--- src/rtl/regfile_pkg.sv ---
// Shared definitions for param_register_file: clear-FSM state type,
// default sizing constants and the DropCnt width.
package regfile_pkg;

  localparam int unsigned DEF_DATA_W   = 64;
  localparam int unsigned DEF_NUM_REGS = 32;
  localparam int unsigned DEF_NUM_RD   = 2;
  localparam int unsigned DROP_W       = 8;

  typedef enum logic {
    IDLE  = 1'b0,
    SWEEP = 1'b1
  } clr_state_t;

endpackage

--- src/rtl/param_register_file_if.sv ---
// Bus bundle for param_register_file: read/write ports, clear request and
// clear-sweep status. The register file is the slave side.
interface param_register_file_if
  import regfile_pkg::*;
#(
  parameter int unsigned DATA_W   = DEF_DATA_W,
  parameter int unsigned NUM_REGS = DEF_NUM_REGS,
  parameter int unsigned NUM_RD   = DEF_NUM_RD
);

  localparam int unsigned AW = $clog2(NUM_REGS);

  logic [NUM_RD*AW-1:0]     RAddr;
  logic [NUM_RD*DATA_W-1:0] BusR;
  logic [AW-1:0]            RW;
  logic [DATA_W-1:0]        BusW;
  logic                     RegWr;
  logic                     Clear;
  logic                     Busy;
  logic                     Done;
  logic [DROP_W-1:0]        DropCnt;

  modport master (
    output RAddr, RW, BusW, RegWr, Clear,
    input  BusR, Busy, Done, DropCnt
  );

  modport slave (
    input  RAddr, RW, BusW, RegWr, Clear,
    output BusR, Busy, Done, DropCnt
  );

endinterface

--- src/rtl/regfile_clear_fsm.sv ---
// Clear-sweep controller for param_register_file. Walks every register index
// once (one per falling edge) while Busy, pulses Done after the last index,
// and counts writes that arrive during the sweep (saturating).
module regfile_clear_fsm
  import regfile_pkg::*;
#(
  parameter int unsigned NUM_REGS = DEF_NUM_REGS,
  parameter int unsigned ZERO_REG = NUM_REGS - 1
) (
  input  logic                        clk,
  input  logic                        reset_l,
  input  logic                        clear,
  input  logic                        reg_wr,
  input  logic [$clog2(NUM_REGS)-1:0] rw,
  output logic                        busy,
  output logic                        done,
  output logic [DROP_W-1:0]           drop_cnt,
  output logic [$clog2(NUM_REGS)-1:0] sweep_idx
);

  localparam int unsigned     AW       = $clog2(NUM_REGS);
  localparam logic [AW-1:0]   ZERO_IDX = AW'(ZERO_REG);

  clr_state_t    state;
  logic [AW-1:0] cnt;

  assign sweep_idx = cnt;

  // Sweep state, counter and all status outputs advance on the falling edge
  always_ff @(negedge clk or negedge reset_l) begin
    if (!reset_l) begin
      state    <= IDLE;
      cnt      <= '0;
      busy     <= 1'b0;
      done     <= 1'b0;
      drop_cnt <= '0;
    end else begin
      done <= 1'b0;
      case (state)
        IDLE: begin
          if (clear) begin
            state <= SWEEP;
            cnt   <= '0;
            busy  <= 1'b1;
          end
        end
        SWEEP: begin
          cnt <= cnt + AW'(1);
          // NUM_REGS is a power of two, so the last index is all ones
          if (cnt == '1) begin
            state <= IDLE;
            busy  <= 1'b0;
            done  <= 1'b1;
          end
          if (reg_wr && (rw != ZERO_IDX) && (drop_cnt != '1)) begin
            drop_cnt <= drop_cnt + DROP_W'(1);
          end
        end
        default: state <= IDLE;
      endcase
    end
  end

endmodule

--- src/rtl/param_register_file.sv ---
// Parameterised multi-read, single-write register file with a hardwired-zero
// register and a clear sweep. Storage updates on the falling edge of Clk.
// Optional build macro REGFILE_BYPASS_EN: a read port addressing the register
// being written this cycle returns BusW combinationally.
module param_register_file
  import regfile_pkg::*;
#(
  parameter int unsigned DATA_W   = DEF_DATA_W,
  parameter int unsigned NUM_REGS = DEF_NUM_REGS,
  parameter int unsigned NUM_RD   = DEF_NUM_RD,
  parameter int unsigned ZERO_REG = NUM_REGS - 1
) (
  input logic                  Clk,
  input logic                  ResetL,
  param_register_file_if.slave bus
);

  localparam int unsigned   AW       = $clog2(NUM_REGS);
  localparam logic [AW-1:0] ZERO_IDX = AW'(ZERO_REG);

  logic [DATA_W-1:0]        regs [NUM_REGS];
  logic [NUM_RD*DATA_W-1:0] rd_bus;
  logic                     busy;
  logic                     done;
  logic [DROP_W-1:0]        drop_cnt;
  logic [AW-1:0]            sweep_idx;
  logic                     wr_ok;

  regfile_clear_fsm #(
    .NUM_REGS (NUM_REGS),
    .ZERO_REG (ZERO_REG)
  ) u_clear_fsm (
    .clk       (Clk),
    .reset_l   (ResetL),
    .clear     (bus.Clear),
    .reg_wr    (bus.RegWr),
    .rw        (bus.RW),
    .busy      (busy),
    .done      (done),
    .drop_cnt  (drop_cnt),
    .sweep_idx (sweep_idx)
  );

  assign wr_ok       = bus.RegWr && !busy && (bus.RW != ZERO_IDX);
  assign bus.Busy    = busy;
  assign bus.Done    = done;
  assign bus.DropCnt = drop_cnt;
  assign bus.BusR    = rd_bus;

  // Storage: sweep zeroing has priority; a write with Clear in IDLE lands
  // first because busy only rises after that edge
  always_ff @(negedge Clk or negedge ResetL) begin
    if (!ResetL) begin
      for (int unsigned i = 0; i < NUM_REGS; i++) begin
        regs[i] <= '0;
      end
    end else if (busy) begin
      regs[sweep_idx] <= '0;
    end else if (wr_ok) begin
      regs[bus.RW] <= bus.BusW;
    end
  end

  // Combinational read muxes, zero register forced to 0
  always_comb begin
    rd_bus = '0;
    for (int unsigned i = 0; i < NUM_RD; i++) begin
      if (bus.RAddr[i*AW +: AW] != ZERO_IDX) begin
        rd_bus[i*DATA_W +: DATA_W] = regs[bus.RAddr[i*AW +: AW]];
      end
`ifdef REGFILE_BYPASS_EN
      if (wr_ok && (bus.RAddr[i*AW +: AW] == bus.RW)) begin
        rd_bus[i*DATA_W +: DATA_W] = bus.BusW;
      end
`endif
    end
  end

endmodule

--- src/flat_wrapper.sv ---
// flat-port wrapper written by rule: the top's interface ports become plain ports
module param_register_file_flat import regfile_pkg::*;
#(
  parameter int unsigned DATA_W   = DEF_DATA_W,
  parameter int unsigned NUM_REGS = DEF_NUM_REGS,
  parameter int unsigned NUM_RD   = DEF_NUM_RD,
  parameter int unsigned ZERO_REG = NUM_REGS - 1
)
  (Clk, ResetL, bus_RAddr, bus_RW, bus_BusW, bus_RegWr, bus_Clear, bus_BusR, bus_Busy, bus_Done, bus_DropCnt);
  param_register_file_if #(.DATA_W(DATA_W), .NUM_REGS(NUM_REGS), .NUM_RD(NUM_RD)) bus_i ();
  input logic Clk;
  input logic ResetL;
  input wire logic [$bits(bus_i.RAddr)-1:0] bus_RAddr;
  input wire logic [$bits(bus_i.RW)-1:0] bus_RW;
  input wire logic [$bits(bus_i.BusW)-1:0] bus_BusW;
  input wire logic [$bits(bus_i.RegWr)-1:0] bus_RegWr;
  input wire logic [$bits(bus_i.Clear)-1:0] bus_Clear;
  output wire logic [$bits(bus_i.BusR)-1:0] bus_BusR;
  output wire logic [$bits(bus_i.Busy)-1:0] bus_Busy;
  output wire logic [$bits(bus_i.Done)-1:0] bus_Done;
  output wire logic [$bits(bus_i.DropCnt)-1:0] bus_DropCnt;
  assign bus_i.RAddr = bus_RAddr;
  assign bus_i.RW = bus_RW;
  assign bus_i.BusW = bus_BusW;
  assign bus_i.RegWr = bus_RegWr;
  assign bus_i.Clear = bus_Clear;
  assign bus_BusR = bus_i.BusR;
  assign bus_Busy = bus_i.Busy;
  assign bus_Done = bus_i.Done;
  assign bus_DropCnt = bus_i.DropCnt;
  param_register_file #(.DATA_W(DATA_W), .NUM_REGS(NUM_REGS), .NUM_RD(NUM_RD), .ZERO_REG(ZERO_REG)) u_core (.Clk(Clk), .ResetL(ResetL), .bus(bus_i));
endmodule
--- config.mk ---
export PLATFORM = sky130hd
export DESIGN_NAME = param_register_file_flat
export DESIGN_NICKNAME = d
export VERILOG_FILES = /design/src/rtl/regfile_pkg.sv /design/src/rtl/param_register_file_if.sv /design/src/rtl/regfile_clear_fsm.sv /design/src/rtl/param_register_file.sv /design/src/flat_wrapper.sv
export SDC_FILE = /design/constraint.sdc
export NUM_CORES = 2
export LEC_CHECK = 0
export BUFFER_PORTS_ARGS = -buffer_cell sky130_fd_sc_hd__buf_2
export CAP_MARGIN = 20
export CORE_UTILIZATION = 40
export CTS_CLUSTER_SIZE = 30
export DETAILED_ROUTE_END_ITERATION = 8
export SYNTH_ARGS = -nofsm -noshare
export SYNTH_HDL_FRONTEND = slang
export SYNTH_SLANG_ARGS = --single-unit
--- constraint.sdc ---
create_clock -name Clk -period 1.7 [get_ports Clk]
set_input_delay 0.17 -clock Clk [delete_from_list [all_inputs] [get_ports Clk]]
set_output_delay 0.17 -clock Clk [all_outputs]
set_load 0.1 [all_outputs]
==> flow_summary.ini <==
[cts]
clock_latency_ns = 0.85
clkTransAtPathRegs_ns = 0.05
cts_sinks = 2000
cts_root_buffer = clkbuf_16
cts_tree = built
htreeDepth = 4
cts-buffers-inserted = 219
clockBufferDepth = 4

[yosys]
ys.flop_type = dfrtn_1
synth_area_mm2 = 0.103
yosysWarnings = 0
ys_seq_area_share_pct = 48.4
synth-xor-area-share_pct = 0.0593
synth_top_family_by_area = multiplexers
synth.area.mux_share_pct = 23.4
yosys.area_share.simple_pct = 1.30
synth-edff-count = 0
avgSynthCellArea_um2 = 14.3
yosys.area_share.adder_pct = 0.0726
ys_ff_latch = 2000
synth_cell_type_count = 47
synthCells = 7255
synth_compound_area_share_pct = 21.7
syn_nets = 7344
async_flop_share_pct = 100

[die]
rows = 186
core-area_mm2 = 0.257
ioPinCount = 221
die_h_um = 510
die-area_mm2 = 0.261
die_x_um = 510
start_util_pct = 40.2

[global_route]
grt_usage_pct = 33.2
grt_max_degree = 60
grt_pass1_wl_mm = 636
grt_pass1_vias = 89600
antenna_found_initial = 15
overflow = 0

[timing]
rsz0062_at_grt = true
maxSlewViolCount = 0
setup_slack_ns = -2.06
final_hold_viol_count = 0
worst_clock_skew_ns = 0.0272
setup_tns_ns = -1594.92
worst_slew_pin_slew_ns = 0.722
slew_headroom_pct = 51.9
setup_viol = 2130

[detailed_routing]
vias_per_cell = 6.82
drc = 0
drtIter0Drc = 11400
wl_per_cell_um = 34.5
drt_first_pass_iters = 6
via_count = 86900
wirelength_mm = 440
postRouteAntennaNets = 0

[worst_setup_path]
crit_fanout = 3
path_cells = mux4_2 > a221o_1 > a21oi_2 > buf_4 > a31oi_4 > buf_12
crit_buf_inv = 2
cp_slowest_cell = mux4_2
crit_arrival_ns = 3.59
endpoint_kind = output port
cp.required_ns = 1.53
cp_top_family = compound AO/OA/AOI/OAI gates
slowest_delay_ns = 0.52
crit_path_start_kind = flip-flop
path_class = reg2out

[place]
io_buffers = 220
hpwl_mm = 273
gp_congestion = 0.907
dp_cells = 12200

[power_and_ir_drop]
p_per_area_mw_per_mm2 = 1500
p_total_w = 0.213
ir_drop_mv = 1.68
power_leakage_nw = 65.0

[finish]
nets = 9273
layout-drive-gt1-share_pct = 48.5
final_cell_mix = 2000 x dfrtn_1, 1984 x a22o_1, 1964 x buf_4
syn_to_final_growth_pct = 37.1
mostFrequentLayoutCell = dfrtn_1
layout.cells.non_filler = 12700
fill_cells = 20500

[hold_path]
min_path_type = in2reg

[run_status]
status = finished, violations left
violations = negative setup slack

[flow_run]
cap_violations = 0
cell usage after synthesis, types with 2 or more instances:
library cell | n | share of area (%)
mux2i_1 | 256 | 2.5
a31oi_1 | 129 | 0.78
nor2b_1 | 4 | 0.024
and2_1 | 6 | 0.036
mux4_2 | 896 | 20
nand2_1 | 12 | 0.044
a22oi_1 | 2 | 0.015
clkbuf_2 | 2 | 0.0097
nor2_2 | 2 | 0.012
buf_6 | 55 | 0.60
nand4bb_1 | 3 | 0.033
buf_2 | 434 | 2.1
inv_1 | 67 | 0.24
a22o_1 | 1984 | 17
a21oi_2 | 7 | 0.059
nor3_1 | 5 | 0.024
o21ai_0 | 6 | 0.029
nand4_1 | 2 | 0.012
mux2_2 | 127 | 1.4
nand4b_1 | 3 | 0.025
nor3b_1 | 5 | 0.036
o211ai_1 | 128 | 0.93
and4b_1 | 2 | 0.019
nor4_1 | 2 | 0.012
and3b_1 | 2 | 0.017
clkbuf_1 | 391 | 1.4
or2_2 | 129 | 0.78
ha_1 | 6 | 0.073
nor2_1 | 33 | 0.12
xor2_1 | 6 | 0.051
nand2b_1 | 2 | 0.012
nand3_1 | 3 | 0.015
and3_1 | 5 | 0.030
or3b_1 | 2 | 0.017
a21oi_1 | 151 | 0.73
a221o_1 | 126 | 1.2
dfrtn_1 | 2000 | 48
buf_4 | 78 | 0.57
buf_1 | 47 | 0.17
o221ai_1 | 128 | 1.1
worst paths after layout:
path / startpoint / depth (start not counted) / endpoint / slack (ns)
max in group asynchronous: ResetL / 5 / u_core.regs[113]$_DFFE_NN0P_ / 0.26
worst min-delay path: bus_Clear / 2 / u_core.u_clear_fsm.sweep_idx[4]$_DFFE_NN0P_ / 0.40
worst min register to register: u_core.regs[136]$_DFFE_NN0P_ / 1 / u_core.regs[136]$_DFFE_NN0P_ / 0.45
worst max register to register: u_core.u_clear_fsm.busy$_DFFE_NN0P_ / 13 / u_core.regs[585]$_DFFE_NN0P_ / -0.96
min in group asynchronous: ResetL / 2 / u_core.regs[602]$_DFFE_NN0P_ / 0.53
worst max-delay path: u_core.regs[1574]$_DFFE_NN0P_ / 6 / bus_BusR[38] / -2.06
timing repair:
| action | CTS | global route |
|---|---|---|
| gates cloned | 14 | 13 |
| hold buffers | 1 | 0 |
| resized for setup | 621 | 45 |
| endpoints found under the hold margin | 1 | 0 |
| setup endpoints to repair | 2124 | 2132 |
| setup buffers | 102 | 54 |
| pin swaps | 167 | 29 |
layer usage:
metal	track usage [%]	up-vias	wire, um	share of wire [%]
li1	-	33600	-	-
met2	49.3	6224	195000	44
met4	16.5	18	24900	5.7
met3	10.0	1269	52300	12
met1	44.1	45800	167000	38
met5	0	-	111	0.025
sequential cells by signal, indices dropped and copies added (netlist names):
signal / count
u_core.u_clear_fsm.state: 1
u_core.u_clear_fsm.busy: 1
u_core.u_clear_fsm.drop_cnt: 8
u_core.u_clear_fsm.done: 1
u_core.u_clear_fsm.sweep_idx: 5
u_core.regs: 1984
cells by family after synthesis:
logic type	count (synthesis)
xor gates and xnor gates	7
and+or+nand+nor	226
DFF	2000
muxes	1279
adders and majority gates	6
AOI/OAI and AO/OA	2663
buffers and inverters	1074
cell type report:
cell class                      count  area, um^2  area share [%]
Sequential cell                  2000       50000            35.3
Tap cell                         3384        4230            2.99
Antenna cell                        8        20.0          0.0141
Clock inverter                     70         673           0.475
Inverter                           67         251           0.177
Multi-Input combinational cell   4181       51700            36.4
Clock buffer                      322        6430            4.54
Timing Repair Buffer             2715       28400            20.1
per-stage QoR:
stage | utilization [%] | setup slack, ns | hold WS (ns) | instance area, um^2
global route | 55.2 | -2.05 | 0.399 | 142000
detailed placement | 50.7 | -1.45 | 0.442 | 130000
CTS | 54.8 | -2.02 | 0.355 | 141000
global placement | 50.7 | -1.41 | 0.443 | 130000
floorplan | - | -1.27 | 0.426 | 106000
finish | 55.2 | -2.06 | 0.395 | 142000
power breakdown:
part	internal (W)	switching [W]	leakage, nW
sequential	0.0661	0.0135	27.1
combinational	0.0503	0.0347	34.4
clock	0.0278	0.0208	3.54
total	0.144	0.0690	65.0
No activity file was read; power rests on OpenSTA's default activity.
